`src/rtl/lsu_stage.sv`:
```
// Memory-access stage between execute and write-back.
// It accepts one instruction per handshake. Loads and stores each run one
// AXI4-Lite-style transaction. Load data is aligned and then sign- or
// zero-extended. Misaligned accesses and bus errors raise exceptions.
// Port groups:
//   i_valid/o_ready - upstream handshake.
//   i_mem_*, i_result, i_reg_*, i_pc, i_exception, i_mcause - instruction fields.
//   AR/R/AW/W/B - read and write bus channels.
//   o_valid/i_ready and o_* - write-back bundle.
module lsu_stage #(
  parameter logic [3:0] MC_LD_MISALIGN = 4'd4,
  parameter logic [3:0] MC_LD_FAULT    = 4'd5,
  parameter logic [3:0] MC_ST_MISALIGN = 4'd6,
  parameter logic [3:0] MC_ST_FAULT    = 4'd7
) (
  input  logic        i_clock,
  input  logic        i_reset,
  input  logic        i_valid,
  output logic        o_ready,
  input  logic        i_mem_ren,
  input  logic        i_mem_wen,
  input  logic [3:0]  i_mem_wmask,
  input  logic [2:0]  i_mem_read_t,
  input  logic [31:0] i_mem_addr,
  input  logic [31:0] i_mem_wdata,
  input  logic [31:0] i_result,
  input  logic [4:0]  i_reg_rd,
  input  logic        i_reg_wen,
  input  logic [31:0] i_pc,
  input  logic        i_exception,
  input  logic [3:0]  i_mcause,
  output logic [31:0] o_araddr,
  output logic        o_arvalid,
  input  logic        i_arready,
  input  logic [31:0] i_rdata,
  input  logic [1:0]  i_rresp,
  input  logic        i_rvalid,
  output logic        o_rready,
  output logic [31:0] o_awaddr,
  output logic        o_awvalid,
  input  logic        i_awready,
  output logic [31:0] o_wdata,
  output logic [3:0]  o_wstrb,
  output logic        o_wvalid,
  input  logic        i_wready,
  input  logic [1:0]  i_bresp,
  input  logic        i_bvalid,
  output logic        o_bready,
  output logic        o_valid,
  input  logic        i_ready,
  output logic [31:0] o_result,
  output logic [4:0]  o_reg_rd,
  output logic        o_reg_wen,
  output logic [31:0] o_pc,
  output logic        o_exception,
  output logic [3:0]  o_mcause
);

  typedef enum logic [2:0] {
    IDLE, RD_A, RD_D, WR, WR_B, DONE
  } state_t;

  state_t      state_q, state_d;
  logic [31:0] addr_q, addr_d;
  logic [31:0] wdata_q, wdata_d;
  logic [31:0] result_q, result_d;
  logic [31:0] pc_q, pc_d;
  logic [3:0]  wmask_q, wmask_d;
  logic [3:0]  mcause_q, mcause_d;
  logic [2:0]  rt_q, rt_d;
  logic [4:0]  rd_q, rd_d;
  logic        wen_q, wen_d;
  logic        exc_q, exc_d;
  logic        aw_done_q, aw_done_d;
  logic        w_done_q, w_done_d;

  logic        accept;
  logic        ld_mis;
  logic        st_mis;
  logic        aw_fire;
  logic        w_fire;
  logic [4:0]  sh;
  logic [31:0] rshift;
  logic [31:0] ldata;

  assign o_ready = (state_q == IDLE) ||
                   (state_q == DONE && i_ready);
  assign accept  = i_valid && o_ready;

  // Access size comes from funct3 for loads and from the mask for stores.
  assign ld_mis =
    (i_mem_read_t[1:0] == 2'b01 && i_mem_addr[0]) ||
    (i_mem_read_t[1:0] == 2'b10 && i_mem_addr[1:0] != 2'b00);
  assign st_mis =
    (i_mem_wmask == 4'b0011 && i_mem_addr[0]) ||
    (i_mem_wmask == 4'b1111 && i_mem_addr[1:0] != 2'b00);

  assign sh     = {addr_q[1:0], 3'b000};
  assign rshift = i_rdata >> sh;

  always_comb begin
    ldata = rshift;
    case (rt_q)
      3'b000:  ldata = {{24{rshift[7]}}, rshift[7:0]};
      3'b001:  ldata = {{16{rshift[15]}}, rshift[15:0]};
      3'b100:  ldata = {24'd0, rshift[7:0]};
      3'b101:  ldata = {16'd0, rshift[15:0]};
      default: ldata = rshift;
    endcase
  end

  assign o_arvalid = (state_q == RD_A);
  assign o_araddr  = addr_q;
  assign o_rready  = (state_q == RD_D);
  assign o_awvalid = (state_q == WR) && !aw_done_q;
  assign o_wvalid  = (state_q == WR) && !w_done_q;
  assign o_awaddr  = addr_q;
  assign o_wdata   = wdata_q << sh;
  assign o_wstrb   = wmask_q << addr_q[1:0];
  assign o_bready  = (state_q == WR_B);
  assign aw_fire   = o_awvalid && i_awready;
  assign w_fire    = o_wvalid && i_wready;

  assign o_valid     = (state_q == DONE);
  assign o_result    = result_q;
  assign o_reg_rd    = rd_q;
  assign o_reg_wen   = wen_q;
  assign o_pc        = pc_q;
  assign o_exception = exc_q;
  assign o_mcause    = mcause_q;

  always_comb begin
    state_d   = state_q;
    addr_d    = addr_q;
    wdata_d   = wdata_q;
    result_d  = result_q;
    pc_d      = pc_q;
    wmask_d   = wmask_q;
    mcause_d  = mcause_q;
    rt_d      = rt_q;
    rd_d      = rd_q;
    wen_d     = wen_q;
    exc_d     = exc_q;
    aw_done_d = aw_done_q;
    w_done_d  = w_done_q;

    case (state_q)
      IDLE: ;
      RD_A: begin
        if (i_arready) state_d = RD_D;
      end
      RD_D: begin
        if (i_rvalid) begin
          result_d = ldata;
          state_d  = DONE;
          if (i_rresp != 2'b00) begin
            exc_d    = 1'b1;
            mcause_d = MC_LD_FAULT;
            wen_d    = 1'b0;
          end
        end
      end
      WR: begin
        aw_done_d = aw_done_q | aw_fire;
        w_done_d  = w_done_q | w_fire;
        if (aw_done_d && w_done_d) begin
          state_d   = WR_B;
          aw_done_d = 1'b0;
          w_done_d  = 1'b0;
        end
      end
      WR_B: begin
        if (i_bvalid) begin
          state_d = DONE;
          if (i_bresp != 2'b00) begin
            exc_d    = 1'b1;
            mcause_d = MC_ST_FAULT;
          end
        end
      end
      DONE: begin
        if (i_ready) state_d = IDLE;
      end
      default: state_d = IDLE;
    endcase

    // A new instruction overrides DONE->IDLE for back-to-back issue.
    if (accept) begin
      addr_d    = i_mem_addr;
      wdata_d   = i_mem_wdata;
      wmask_d   = i_mem_wmask;
      rt_d      = i_mem_read_t;
      rd_d      = i_reg_rd;
      pc_d      = i_pc;
      result_d  = i_result;
      aw_done_d = 1'b0;
      w_done_d  = 1'b0;
      exc_d     = 1'b0;
      mcause_d  = 4'd0;
      wen_d     = i_reg_wen && !i_mem_wen;
      if (i_exception) begin
        exc_d    = 1'b1;
        mcause_d = i_mcause;
        wen_d    = 1'b0;
        state_d  = DONE;
      end else if (i_mem_ren && ld_mis) begin
        exc_d    = 1'b1;
        mcause_d = MC_LD_MISALIGN;
        wen_d    = 1'b0;
        state_d  = DONE;
      end else if (i_mem_wen && st_mis) begin
        exc_d    = 1'b1;
        mcause_d = MC_ST_MISALIGN;
        wen_d    = 1'b0;
        state_d  = DONE;
      end else if (i_mem_ren) begin
        state_d = RD_A;
      end else if (i_mem_wen) begin
        state_d = WR;
      end else begin
        state_d = DONE;
      end
    end
  end

  always_ff @(posedge i_clock or negedge i_reset) begin
    if (!i_reset) begin
      state_q   <= IDLE;
      addr_q    <= '0;
      wdata_q   <= '0;
      result_q  <= '0;
      pc_q      <= '0;
      wmask_q   <= '0;
      mcause_q  <= '0;
      rt_q      <= '0;
      rd_q      <= '0;
      wen_q     <= 1'b0;
      exc_q     <= 1'b0;
      aw_done_q <= 1'b0;
      w_done_q  <= 1'b0;
    end else begin
      state_q   <= state_d;
      addr_q    <= addr_d;
      wdata_q   <= wdata_d;
      result_q  <= result_d;
      pc_q      <= pc_d;
      wmask_q   <= wmask_d;
      mcause_q  <= mcause_d;
      rt_q      <= rt_d;
      rd_q      <= rd_d;
      wen_q     <= wen_d;
      exc_q     <= exc_d;
      aw_done_q <= aw_done_d;
      w_done_q  <= w_done_d;
    end
  end

endmodule

```
`config.mk`:
```
export PLATFORM = sky130hd
export DESIGN_NAME = lsu_stage
export DESIGN_NICKNAME = d
export VERILOG_FILES = /design/src/rtl/lsu_stage.sv
export SDC_FILE = /design/constraint.sdc
export NUM_CORES = 1
export LEC_CHECK = 0
export ABC_CLOCK_PERIOD_IN_PS = 4720
export BUFFER_PORTS_ARGS = -buffer_cell sky130_fd_sc_hd__buf_4
export CELL_PAD_IN_SITES_DETAIL_PLACEMENT = 1
export CELL_PAD_IN_SITES_GLOBAL_PLACEMENT = 1
export CORE_ASPECT_RATIO = 1.5
export CORE_UTILIZATION = 35
export CTS_CLUSTER_SIZE = 25
export DETAILED_ROUTE_END_ITERATION = 8
export GPL_TIMING_DRIVEN = 0
export HOLD_SLACK_MARGIN = 0.02
export PLACE_DENSITY_LB_ADDON = 0.1
export SLEW_MARGIN = 20
export SYNTH_ARGS = -nofsm -noshare
export SYNTH_HDL_FRONTEND = slang
export SYNTH_SLANG_ARGS = --single-unit
```
`constraint.sdc`:
```
create_clock -name i_clock -period 4.72 [get_ports i_clock]
set_input_delay 1.18 -clock i_clock [delete_from_list [all_inputs] [get_ports i_clock]]
set_output_delay 1.18 -clock i_clock [all_outputs]
set_load 0.02 [all_outputs]
```
Word level (Yosys, flattened, before mapping)
Cells that the tools add are included.

word-level totals
  bits in registers = 151
  bits in latches = 0
  memory bits (writable) = 0
  memory bits (read-only) = 0
  output and inout bits = 182
  logic and storage cells = 119
  memories kept = 0

operators by class
  add/sub/neg operators = 0
  multipliers = 0
  divide/modulo/power cells = 0
  $lt $le $gt $ge = 0
  equal/unequal tests = 20
  shifts and indexed selects = 3
  multiplexer cells = 47
  bitwise operators = 2
  reduce and logical (&&, ||, !) cells = 34

operators by type and width
  cell                                                  number
  one-hot mux 32 bit (4 select lines)                   1
  two-way mux 32 bit                                    3
  two-way mux 3 bit                                     13
  << shifter 32 x 5 -> 32 bit                           1
  >> shifter 32 x 5 -> 32 bit                           1
  two-way mux 4 bit                                     6
  two-way mux 1 bit                                     21
  one-hot mux 3 bit (6 select lines)                    1
  logical AND 1 bit                                     14
  nonzero test 2 bit                                    7
  equality test 3 bit (second input constant)           4
  != test 3 x 1 -> 1 bit (second input constant)        4
  != test 3 x 2 -> 1 bit (second input constant)        3
  one-hot mux 4 bit (2 select lines)                    1
  equality test 3 x 1 -> 1 bit (second input constant)  2
  equality test 3 x 2 -> 1 bit (second input constant)  2
  logical NOT 3 bit                                     2
  AND reduction 6 bit                                   1
  AND reduction 5 bit                                   1
  equality test 4 x 2 -> 1 bit (second input constant)  1
  equality test 4 bit (second input constant)           1
  << shifter 4 x 2 -> 4 bit                             1
  logical NOT 1 bit                                     3
  logical OR 1 bit                                      3
  other kinds (8)                                       9

Logic depth before layout (Yosys ltp)
Gate-level depths: netlist of the first run.

  word-level depth = 8
  depth in mapped cells = 8

Worst setup path before layout of the first run
No wires, ideal clock.

  path kind = in2out
  start = input port i_ready
  end = output port o_ready
  data arrival time = 1698 ps
  slack = 1842 ps
  stages on the path = 3
  cell sequence = and3_4 nor2_1 nor2_1

on the way
  cells in the longest elaborated chain, start to end = 2

RTL lines
  item                RTL line  RTL
  start: declaration  50        input logic i_ready,
  logical AND 1 bit   87        (state_q == DONE && i_ready);
  logical OR 1 bit    86        assign o_ready = (state_q == IDLE) ||
  end: declaration    19        output logic o_ready,

Every way passes these cells.

Final worst setup path of the first run
  start = register addr_q[0], in the netlist o_araddr[0]
  end = output port o_wdata[24]

on the way
  cells in the longest elaborated chain, start to end = 1

RTL lines
  item                         RTL line  RTL
  start: declaration           64        logic [31:0] addr_q, addr_d;
  start signal: assignment     243       addr_q <= addr_d;
  << shifter 32 x 5 -> 32 bit  118       assign o_wdata = wdata_q << sh;
  end: declaration             42        output logic [31:0] o_wdata,

Every way passes these cells.

==> impl_metrics.yaml, run 1 <==
critical_path:
  worstPathRequired_ns: 3.54
  crit_type: "register to output pin"
  crit_fanout: 10
  cp-end-kind: "output pin"
  worstSetupStartpointType: "register"
  cp.arrival_ns: 2.68
power:
  total_power_w: 0.00885
  combPwrFrac: 0.573
  clockPowerShare: 0.161
  p_sw_frac: 0.453
  switching_power_w: 0.00401
  p_seq_frac: 0.267
  peakVddDrop_mv: 0.405
  p_int_w: 0.00485
  power.leakage_nw: 6.02
  cellPowerDensity_nw_per_um2: 772
logic_synthesis:
  syn_nets: 1100
  synth_cell_types: 52
  synth_area_per_cell_um2: 8.46
  syn_area_um2: 7670
  syn_inst: 907
  synth-main-ff-cell: "dfrtp_1"
  async_flop_share: 1.00
  ys_ff_latch: 151
  synth_warnings: 0
  ys_seq_area_frac: 0.492
  synth-edff-count: 0
final_layout:
  post-route-util: 0.530
  layout_common_cells: "406 x buf_4, 363 x nand2_1, 151 x dfrtp_1"
  layout_commonest_cell: "buf_4"
  area_delta_synth_final_pct: 49.4
  nets: 1494
  antenna_cells: 0
  layout-drive-gt1-share: 0.370
  fillers: 2642
  fin_cells: 1586
floorplanning:
  rows: 66
  die_y_um: 183
  start_util: 0.355
  fp.coreArea_um2: 21600
  die_width_um: 123
  ios: 375
  dieArea_um2: 22500
global_routing:
  grt_pass1_vias: 8675
  antenna_found_initial: 0
  grt_max_degree: 82
  grt_usage: 0.282
  grt_pass1_wl_um: 47200
  grt_overflow: 0
placement:
  portBuffers: 374
  place_inst: 1554
  place.gp.congestion: 0.875
  pre_cts_slack_ns: 1.27
  dp.final_hpwl_um: 24100
drt:
  route.detailed.drc: 0
  drt-total-wl_um: 30900
  vias_per_cell: 5.06
  first_iter_violations: 302
  drtAntennaViolNets: 0
  first_pass_iters: 4
  avgRoutedWirePerCell_um: 19.5
  via_count: 8032
timing:
  tightest_slew_ns: 0.881
  maxSlewHeadroom: 0.405
  fin_skew_ns: 0.00586
  finalHoldViolations: 0
  setup_viol: 0
  drv_slew: 0
  finalSetupTns_ns: 0
  fmax_mhz: 259
  finalCritPeriodShare: 0.817
  fin_ws_ns: 0.863
  rsz0062_at_grt: "no"
  period_needed_ns: 3.86
clock_network:
  clk_path_buf_depth: 2
  clock-root-buffer: "clkbuf_16"
  cts_resized: 0
  postCtsSetupBuffers: 0
  insertion_delay_ns: 0.43
  hold_buffers: 0
  cts_buffers: 17
  clock-sinks: 151
  htreeDepth: 4
  cts_tree: "yes"
  clkSlewWorstSetupHoldPaths_ns: 0.06
job:
  drv_cap: 0
status:
  status: "complete, no violations"
min_path:
  hold_class: "register to register"
cells by family (layout without fill, tap and decap cells):
logic type	count (synthesis)	after routing	share of synthesized area
AND/OR/NAND/NOR	466	466	0.246
flip-flops	151	151	0.492
AO/OA/AOI/OAI	147	147	0.132
buffers and inverters	97	504	0.0686
multiplexers	46	46	0.0618
flip-flops by register name, summed over array words and instances, names as in the netlist:
name,flops
wdata_q,32
aw_done_q,1
rt_q,3
o_result,32
o_mcause,4
o_reg_rd,5
o_exception,1
o_reg_wen,1
w_done_q,1
state_q,3
o_araddr,32
o_pc,32
wmask_q,4
power groups by stage:
stage	Sequential, W	Combinational (W)	Clock, W
2_1_floorplan	0.00279	0.00247	0
6_report	0.00236	0.00507	0.00142
3_5_place_dp	0.00237	0.00511	0
3_3_place_gp	0.00235	0.00501	0
5_1_grt	0.00245	0.00548	0.00150
4_1_cts	0.00236	0.00513	0.00145
layout make-up:
| cell class | count | area [µm²] | share of cell area |
|---|---|---|---|
| Multi-Input combinational cell | 659 | 3370 | 0.294 |
| Tap cell | 272 | 340 | 0.0297 |
| Timing Repair Buffer | 375 | 2840 | 0.248 |
| Clock buffer | 20 | 457 | 0.0398 |
| Buffer | 92 | 508 | 0.0443 |
| Inverter | 5 | 18.8 | 0.00164 |
| Sequential cell | 151 | 3780 | 0.330 |
| Clock inverter | 12 | 151 | 0.0132 |
path summary, 6_finish.rpt:
check / slack, ns / endpoint / startpoint / cells past startpoint
worst min register to register: 0.47 / wdata_q[28] / wdata_q[28] / 2
worst max-delay path: 0.86 / o_wdata[24] / o_araddr[0] / 5
min in group asynchronous: 0.74 / o_result[12] / i_reset / 1
worst min-delay path: 0.47 / wdata_q[28] / wdata_q[28] / 2
max in group asynchronous: 3.14 / o_pc[2] / i_reset / 2
worst max register to register: 2.46 / o_result[1] / state_q[0] / 6
cell usage after synthesis, types with 3 or more instances:
master | number | share of area
nand2_1 | 363 | 0.18
buf_2 | 31 | 0.020
clkbuf_1 | 23 | 0.011
a2bb2oi_1 | 16 | 0.018
dfrtp_1 | 151 | 0.49
nor3_1 | 3 | 0.0020
nand2b_1 | 4 | 0.0033
a221oi_1 | 7 | 0.0080
a31oi_1 | 25 | 0.020
nor2b_1 | 11 | 0.0090
mux2_2 | 10 | 0.015
a21oi_1 | 21 | 0.014
nor2_1 | 57 | 0.028
and2_1 | 10 | 0.0082
nand3_1 | 4 | 0.0026
mux2i_1 | 35 | 0.046
o21ai_0 | 21 | 0.014
buf_1 | 5 | 0.0024
o22ai_1 | 14 | 0.011
a211oi_1 | 12 | 0.012
o211ai_1 | 9 | 0.0088
buf_4 | 33 | 0.032
inv_1 | 5 | 0.0024
worst max-delay path, cell delays in order, from the launching register on:
cell and delay [ns]:
dfrtp_1 0.48, buf_2 0.27, buf_1 0.58, clkbuf_1 0.49, a21oi_1 0.22, buf_4 0.21
stage by stage:
step | area, µm² | hold slack, ns
CTS | 11500 | 0.472
global route | 11500 | 0.483
global placement | 10800 | 0.451
finish | 11500 | 0.473
detailed placement | 10900 | 0.457
floorplan | 7670 | 0.438
routing by layer:
| metal | share of wire | vias to the layer above | GRT usage |
|---|---|---|---|
| li1 | - | 3777 | - |
| met1 | 0.36 | 3900 | 0.294 |
| met2 | 0.54 | 297 | 0.518 |
| met3 | 0.069 | 58 | 0.0678 |
| met4 | 0.038 | 0 | 0.133 |
| met5 | 0 | - | 0 |
No activity file was read; power rests on OpenSTA's default activity.
==> inputs of run 2 (changes only) <==
Settings changed: ABC_CLOCK_PERIOD_IN_PS 4720 to 3500, CORE_UTILIZATION 35 to 30.
Clock period 4.72 ns to 3.5 ns, I/O delays scaled along.
==> run 2 against run 1 <==
Sequential power rose by 35%. Combinational power rose by 35%. Worst hold slack lost 0.12 ns. Critical endpoint is now o_wdata[31]. Routed wire length up 1.8%. Setup slack worse by 0.74 ns. Largest cell class unchanged.
==> impl_metrics.yaml, run 2 (synthesized netlist as in run 1, its figures left out) <==
status:
  status: "complete, no violations"
timing:
  tightest_slew_ns: 0.883
  rsz0062_at_grt: "no"
  fmax_mhz: 296
  finalHoldViolations: 0
  period_needed_ns: 3.37
  setup_viol: 0
  finalCritPeriodShare: 0.964
  fin_skew_ns: 0.00907
  whs_ns: 0.354
  drv_slew: 0
  finalSetupTns_ns: 0
  fin_ws_ns: 0.127
  maxSlewHeadroom: 0.404
critical_path:
  cp-startpoint: "o_araddr[0]"
  crit_fanout: 10
  cp.arrival_ns: 2.50
  reg2regPathDepth: 6
  cp-end-kind: "output pin"
  r2r_slack_ns: 1.20
  reg2reg_to: "o_result[6]"
  worstSetupStartpointType: "register"
  worstPathRequired_ns: 2.62
  rr_startpoint: "state_q[0]"
  crit_type: "register to output pin"
  endpoint: "o_wdata[31]"
drt:
  first_iter_violations: 241
  first_pass_iters: 4
  via_count: 7945
  vias_per_cell: 4.84
  drtAntennaViolNets: 0
  route.detailed.drc: 0
  avgRoutedWirePerCell_um: 19.2
  drt-total-wl_um: 31500
global_routing:
  grt_pass1_wl_um: 47800
  antenna_found_initial: 0
  grt_usage: 0.243
  grt_max_degree: 90
  grt_pass1_vias: 8398
  grt_overflow: 0
clock_network:
  cts_tree: "yes"
  clock-root-buffer: "clkbuf_16"
  cts_buffers: 17
  clock-sinks: 151
  insertion_delay_ns: 0.44
  clkSlewWorstSetupHoldPaths_ns: 0.07
  htreeDepth: 4
  clk_path_buf_depth: 2
  postCtsSetupBuffers: 0
final_layout:
  layout-drive-gt1-share: 0.370
  antenna_cells: 0
  post-route-util: 0.458
  nets: 1494
  layout_commonest_cell: "buf_4"
  layout_common_cells: "406 x buf_4, 363 x nand2_1, 151 x dfrtp_1"
  area_delta_synth_final_pct: 50.2
  final_area_um2: 11500
placement:
  placed_area_um2: 10900
  place.gp.congestion: 0.851
  pre_cts_slack_ns: 0.284
  dp.final_hpwl_um: 24600
  portBuffers: 374
power:
  p_seq_frac: 0.267
  combPwrFrac: 0.573
  peakVddDrop_mv: 0.432
  p_sw_frac: 0.454
  clockPowerShare: 0.160
  power.leakage_nw: 6.02
  switching_power_w: 0.00540
  p_int_w: 0.00651
  cellPowerDensity_nw_per_um2: 1030
job:
  drv_cap: 0
floorplanning:
  fp.coreArea_um2: 25100
  die_width_um: 133
  start_util: 0.305
  ios: 375
  die_y_um: 198
  rows: 71
  dieArea_um2: 26200
min_path:
  hold_class: "primary input to asynchronous set/reset pin"
run 2: timing repair:
item | in CTS | in global routing
endpoints found under the setup margin | 18 | 2
hold buffers | 0 | 0
gates resized for setup | 2 | 3
run 2: cell type report:
| cell class | count | area (µm²) |
|---|---|---|
| multi-input combinational | 659 | 3370 |
| timing repair buffer | 375 | 2840 |
| tap | 328 | 410 |
| clock inverter | 11 | 150 |
| sequential | 151 | 3780 |
| fill | 3063 | 13600 |
| buffer | 92 | 514 |
| clock buffer | 21 | 440 |
| inverter | 5 | 18.8 |
run 2: critical path: stages (launching register included):
cell and delay [ns]:
dfrtp_1 0.51, buf_2 0.28, buf_2 0.35, clkbuf_1 0.49, a21oi_1 0.21, buf_4 0.21
run 2: through the flow:
step,total power (W),cells
after floorplan,0.00710,907
after global placement,0.00999,1609
after detailed placement,0.0101,1610
after CTS,0.0121,1642
after global routing,0.0127,1642
final,0.0119,1642
run 2: metal layers:
layer  GRT usage  vias up  wire length, µm
li1            -     3778                -
met1       0.257     3832            11700
met2       0.455      281            16900
met3      0.0625       54             1920
met4      0.0992        0              954
met5           0        -                0
run 2: worst min-delay path by stage:
| stage | start | to |
|---|---|---|
| finish | i_reset | o_result[10] |
| global route | i_reset | o_result[10] |
| CTS | i_reset | o_result[10] |
| detailed placement | wdata_q[24] | wdata_q[24] |
| global placement | wdata_q[30] | wdata_q[30] |
| floorplan | wdata_q[24] | wdata_q[24] |
run 2: power by group through the flow:
| stage | sequential [W] | clock [W] | combinational (W) |
|---|---|---|---|
| final | 0.00318 | 0.00190 | 0.00683 |
| after global routing | 0.00330 | 0.00201 | 0.00740 |
| after CTS | 0.00319 | 0.00195 | 0.00693 |
| after detailed placement | 0.00321 | 0 | 0.00691 |
| after global placement | 0.00318 | 0 | 0.00681 |
| after floorplan | 0.00377 | 0 | 0.00333 |
